--- config.mk ---
export PLATFORM = sky130hd
export DESIGN_NAME = parallel_to_serial
export DESIGN_NICKNAME = d
export VERILOG_FILES = /design/src/rtl/parallel_to_serial.sv
export SDC_FILE = /design/constraint.sdc
export NUM_CORES = 1
export LEC_CHECK = 0
export ABC_CLOCK_PERIOD_IN_PS = 3500
export BUFFER_PORTS_ARGS = -buffer_cell sky130_fd_sc_hd__buf_2
export CAP_MARGIN = 20
export CORE_MARGIN = 5
export CORE_UTILIZATION = 40
export CTS_BUF_LIST = sky130_fd_sc_hd__clkbuf_2 sky130_fd_sc_hd__clkbuf_4 sky130_fd_sc_hd__clkbuf_8
export DETAILED_ROUTE_END_ITERATION = 10
export HOLD_SLACK_MARGIN = 0.05
export PLACE_DENSITY = 0.7
export SLEW_MARGIN = 20
export SYNTH_ARGS = -nofsm -noshare
export SYNTH_HDL_FRONTEND = slang
export SYNTH_SLANG_ARGS = --single-unit
--- constraint.sdc ---
create_clock -name clk -period 3.5 [get_ports clk]
set_input_delay 0.175 -clock clk [delete_from_list [all_inputs] [get_ports clk]]
set_output_delay 0.175 -clock clk [all_outputs]
set_load 0.01 [all_outputs]
--- src/rtl/parallel_to_serial.sv ---
// parallel_to_serial: WIDTH-bit word to LSB-first bit stream.
// load/ready handshake, hold stall, gapless back-to-back words.
module parallel_to_serial #(
  parameter int WIDTH = 8
) (
  input  logic             clk,
  input  logic             rst,
  input  logic             load,
  input  logic [WIDTH-1:0] in,
  input  logic             hold,
  output logic             ready,
  output logic             out,
  output logic             out_valid,
  output logic             first,
  output logic             last,
  output logic             done
);

  localparam int CW = $clog2(WIDTH);
  localparam logic [CW-1:0] CMAX = CW'(WIDTH - 1);

  typedef enum logic {
    IDLE,
    SHIFT
  } state_t;

  state_t           state;
  state_t           state_n;
  logic [WIDTH-1:0] sreg;
  logic [WIDTH-1:0] sreg_n;
  logic [CW-1:0]    cnt;
  logic [CW-1:0]    cnt_n;
  logic             done_q;
  logic             done_n;

  assign out_valid = (state == SHIFT);
  assign first     = out_valid & (cnt == '0);
  assign last      = out_valid & (cnt == CMAX);
  assign ready     = (state == IDLE) | (last & ~hold);
  assign out       = out_valid & sreg[0];
  assign done      = done_q;

  always_ff @(posedge clk) begin
    if (rst) begin
      state  <= IDLE;
      sreg   <= '0;
      cnt    <= '0;
      done_q <= 1'b0;
    end else begin
      state  <= state_n;
      sreg   <= sreg_n;
      cnt    <= cnt_n;
      done_q <= done_n;
    end
  end

  always_comb begin
    state_n = state;
    sreg_n  = sreg;
    cnt_n   = cnt;
    done_n  = 1'b0;
    unique case (state)
      IDLE: begin
        if (load) begin
          sreg_n  = in;
          cnt_n   = '0;
          state_n = SHIFT;
        end
      end
      SHIFT: begin
        if (!hold) begin
          if (cnt != CMAX) begin
            sreg_n = {1'b0, sreg[WIDTH-1:1]};
            cnt_n  = cnt + 1'b1;
          end else if (load) begin
            // Final bit: reload directly so the next word has no gap
            sreg_n = in;
            cnt_n  = '0;
          end else begin
            state_n = IDLE;
            done_n  = 1'b1;
          end
        end
      end
      default: state_n = IDLE;
    endcase
  end

endmodule

==> flow_summary.json <==
{
  "result_of_the_run": "finished clean",
  "initial_utilization_pct": 43.26,
  "postRouteWirelength_um": 1344,
  "cellPowerDensity_mw_per_mm2": 395.7,
  "die_height_um": 50.83,
  "netlist-cell-type-count": 23,
  "grt_max_degree": 16,
  "cell_internal_pwr_w": 0.0002324,
  "chipWidth_um": 50.83,
  "synth.yosys.seq_area_share_pct": 39.02,
  "timing.critical_path.fanout_max": 5,
  "gp_congestion": 0.7151,
  "unrepaired_setup_endpoints_after_global_routing": "no",
  "busiest_layer": "met1",
  "first_global_vias": 493,
  "clock_sink_count": 13,
  "cts_made_buffers": 3,
  "global_route.usage.met2_pct": 14.05,
  "setup_fix_buffers_added_after_clock_tree_synthesis": 0,
  "final_design_area_no_fill_um2": 788.3,
  "tns_ps": 0,
  "number_of_antenna_violations_at_the_first_check_in_global_routing": 0,
  "clock_skew_ps": 1.864,
  "power.switching_w": 0.00007949,
  "clock_tree.root_cell": "sky130_fd_sc_hd__clkbuf_4",
  "remaining_drc_errors": 0,
  "post_cts_resize_count": 0,
  "syn2layout_area_growth_pct": 18.20,
  "vdd_ir_drop_max_mv": 0.2017,
  "hold_viol": 0,
  "cp_data_required_time_ps": 3320,
  "cts.hold.buffers_added": 0,
  "drive_gt1_share_pct": 34.07,
  "row_count": 14,
  "via_count": 573,
  "maxClockFrequency_ghz": 0.5523,
  "syn_inst": 73,
  "placeableCoreArea_mm2": 0.001541,
  "clock_pin_slew_on_the_worst_setup_and_hold_paths_ps": 80,
  "floorplan.io_pins": 18,
  "placement.cell_area_um2": 758.2,
  "min-delay-path-class": "input port to register",
  "grt_remaining_overflow": 0,
  "timing.final.crit_share_pct": 51.73,
  "worstMarginPinSlew_ps": 451.0,
  "layout_min_cycle_time_ps": 1810,
  "worstSetupStartpointType": "register",
  "static-leakage-power_nw": 0.3561,
  "clkLatencyLatePin_ps": 270,
  "p_seq_share_pct": 53.2,
  "final_nets": 108,
  "met3_usage_pct": 6.977,
  "globalRouteTotalUtil_pct": 11.52,
  "power_w": 0.0003119,
  "slew_headroom_pct": 69.89,
  "drv_slew": 0,
  "logic_gate_share_of_total_power_pct": 14.9,
  "cts_max_path_buffers": 2,
  "timing.setup.critical_path_class": "register to output pin",
  "io_buffers": 17,
  "finalCoreUtilization_pct": 51.14,
  "netlist_area_um2": 666.9,
  "clock_power_share_pct": 31.9,
  "crit_path_end_kind": "output pin",
  "htreeDepth": 1,
  "tritoncts": "built",
  "detailedRoute.firstPassIterationCount": 4,
  "drv.max_cap_violation_count": 0,
  "postRouteAntennaNets": 0,
  "crit_arrival_ps": 1640,
  "detailedPlacementHpwl_um": 994.5,
  "avgSynthCellArea_um2": 9.135,
  "yosys_warnings": 0,
  "netSwitchingFraction_pct": 25.49,
  "gr-usage-met1_pct": 16.84,
  "route.detailed.vias_per_inst": 5.355,
  "drt-wirelength-per-cell_um": 12.56,
  "die_area_mm2": 0.002584,
  "number_of_register_bits_inferred_by_synthesis": 13,
  "violation_count_after_the_first_detailed_route_iteration": 28,
  "synth_fp_nets": 89,
  "global_route_wire_length_before_repair_um": 2290,
  "num_antenna_cells": 0,
  "report.final.setup_viol": 0
}
[layout make-up]
cell class,instances,area [µm²]
clock buffer,4,30.03
tap,16,20.02
multi-input combinational,45,347.8
sequential,13,260.3
timing repair buffer,17,85.08
inverter,12,45.04
fill,149,753.2
[layer usage]
metal / part of all wire [%] / vias to the layer above
li1: - / 303
met1: 49 / 256
met2: 43 / 14
met3: 7.8 / 0
met4: 0 / 0
met5: 0 / -
[worst paths after layout]
kind / from / to / slack (ps) / cells past startpoint
worst max-delay path: cnt[1] / ready / 1690 / 5
worst max register to register: cnt[0] / sreg[3] / 1820 / 5
worst min register to register: sreg[7] / sreg[7] / 480 / 2
worst min-delay path: load / done / 170 / 2
[kinds of logic (layout without fill, tap and decap cells)]
logic type	count (synthesis)	count (layout)	synth area share, %
flip-flops	13	13	39.02
adder cells (fa/ha/maj)	4	4	7.505
AO/OA/AOI/OAI	25	25	29.64
buffers and inverters	15	33	8.817
AND/OR/NAND/NOR	16	16	15.01
[sequential cells by signal, indices dropped and copies added, names as in the netlist]
register,count
sreg,8
done,1
cnt,3
out_valid,1
[power groups by stage]
stage,Combinational [W],Sequential (W),Clock [W]
global route,0.0000529,0.000167,0.000113
detailed placement,0.0000471,0.000169,0
floorplan,0.0000334,0.000166,0
global placement,0.0000457,0.000169,0
CTS,0.0000474,0.000166,0.000104
finish,0.0000465,0.000166,0.0000996
[synth_stat cells]
master | number | area (µm²)
sky130_fd_sc_hd__a21oi_1 | 9 | 45.04
sky130_fd_sc_hd__a2bb2oi_2 | 1 | 15.01
sky130_fd_sc_hd__a31oi_1 | 3 | 18.77
sky130_fd_sc_hd__and2_1 | 2 | 12.51
sky130_fd_sc_hd__and2b_1 | 1 | 7.510
sky130_fd_sc_hd__buf_2 | 2 | 10.01
sky130_fd_sc_hd__clkbuf_1 | 1 | 3.750
sky130_fd_sc_hd__dfxtp_1 | 13 | 260.3
sky130_fd_sc_hd__ha_1 | 4 | 50.05
sky130_fd_sc_hd__inv_1 | 12 | 45.04
sky130_fd_sc_hd__nand2_1 | 1 | 3.750
sky130_fd_sc_hd__nand2b_1 | 1 | 6.260
sky130_fd_sc_hd__nand3_1 | 4 | 20.02
sky130_fd_sc_hd__nor2_1 | 2 | 7.510
sky130_fd_sc_hd__nor2b_1 | 1 | 6.260
sky130_fd_sc_hd__nor3b_2 | 1 | 12.51
sky130_fd_sc_hd__nor4b_1 | 2 | 17.52
sky130_fd_sc_hd__o2111ai_1 | 1 | 8.760
sky130_fd_sc_hd__o211ai_1 | 2 | 15.01
sky130_fd_sc_hd__o21ai_2 | 1 | 8.760
sky130_fd_sc_hd__o221a_2 | 7 | 78.83
sky130_fd_sc_hd__o31ai_1 | 1 | 7.510
sky130_fd_sc_hd__or3_1 | 1 | 6.260
[through the flow]
stage	cells	hold slack (ps)	setup WS (ps)
2_1_floorplan	73	251.7	2012
3_5_place_dp	103	456.4	1831
6_report	107	168.1	1690
4_1_cts	107	160.8	1679
3_3_place_gp	103	454.6	1888
5_1_grt	107	159.6	1527
[critical path, cell delays in order, from the launching register on]
cell and delay, ps:
sky130_fd_sc_hd__dfxtp_1 390, sky130_fd_sc_hd__ha_1 190, sky130_fd_sc_hd__ha_1 240, sky130_fd_sc_hd__nor2b_1 250, sky130_fd_sc_hd__nand2b_1 150, sky130_fd_sc_hd__buf_2 140
[cell usage in the layout, fill, tap and decap left out]
cell                         n
sky130_fd_sc_hd__a2bb2oi_2   1
sky130_fd_sc_hd__nand3_1     4
sky130_fd_sc_hd__dfxtp_1    13
sky130_fd_sc_hd__inv_1      12
sky130_fd_sc_hd__nor3b_2     1
sky130_fd_sc_hd__nand2b_1    1
sky130_fd_sc_hd__nor4b_1     2
sky130_fd_sc_hd__o31ai_1     1
sky130_fd_sc_hd__or3_1       1
sky130_fd_sc_hd__and2b_1     1
sky130_fd_sc_hd__nor2_1      2
sky130_fd_sc_hd__and2_1      2
sky130_fd_sc_hd__a21oi_1     9
sky130_fd_sc_hd__o2111ai_1   1
sky130_fd_sc_hd__nand2_1     1
sky130_fd_sc_hd__a31oi_1     3
sky130_fd_sc_hd__nor2b_1     1
sky130_fd_sc_hd__buf_2      17
sky130_fd_sc_hd__o211ai_1    2
sky130_fd_sc_hd__o221a_2     7
sky130_fd_sc_hd__o21ai_2     1
sky130_fd_sc_hd__clkbuf_4    4
sky130_fd_sc_hd__ha_1        4
(Power assumes the default switching activity.)
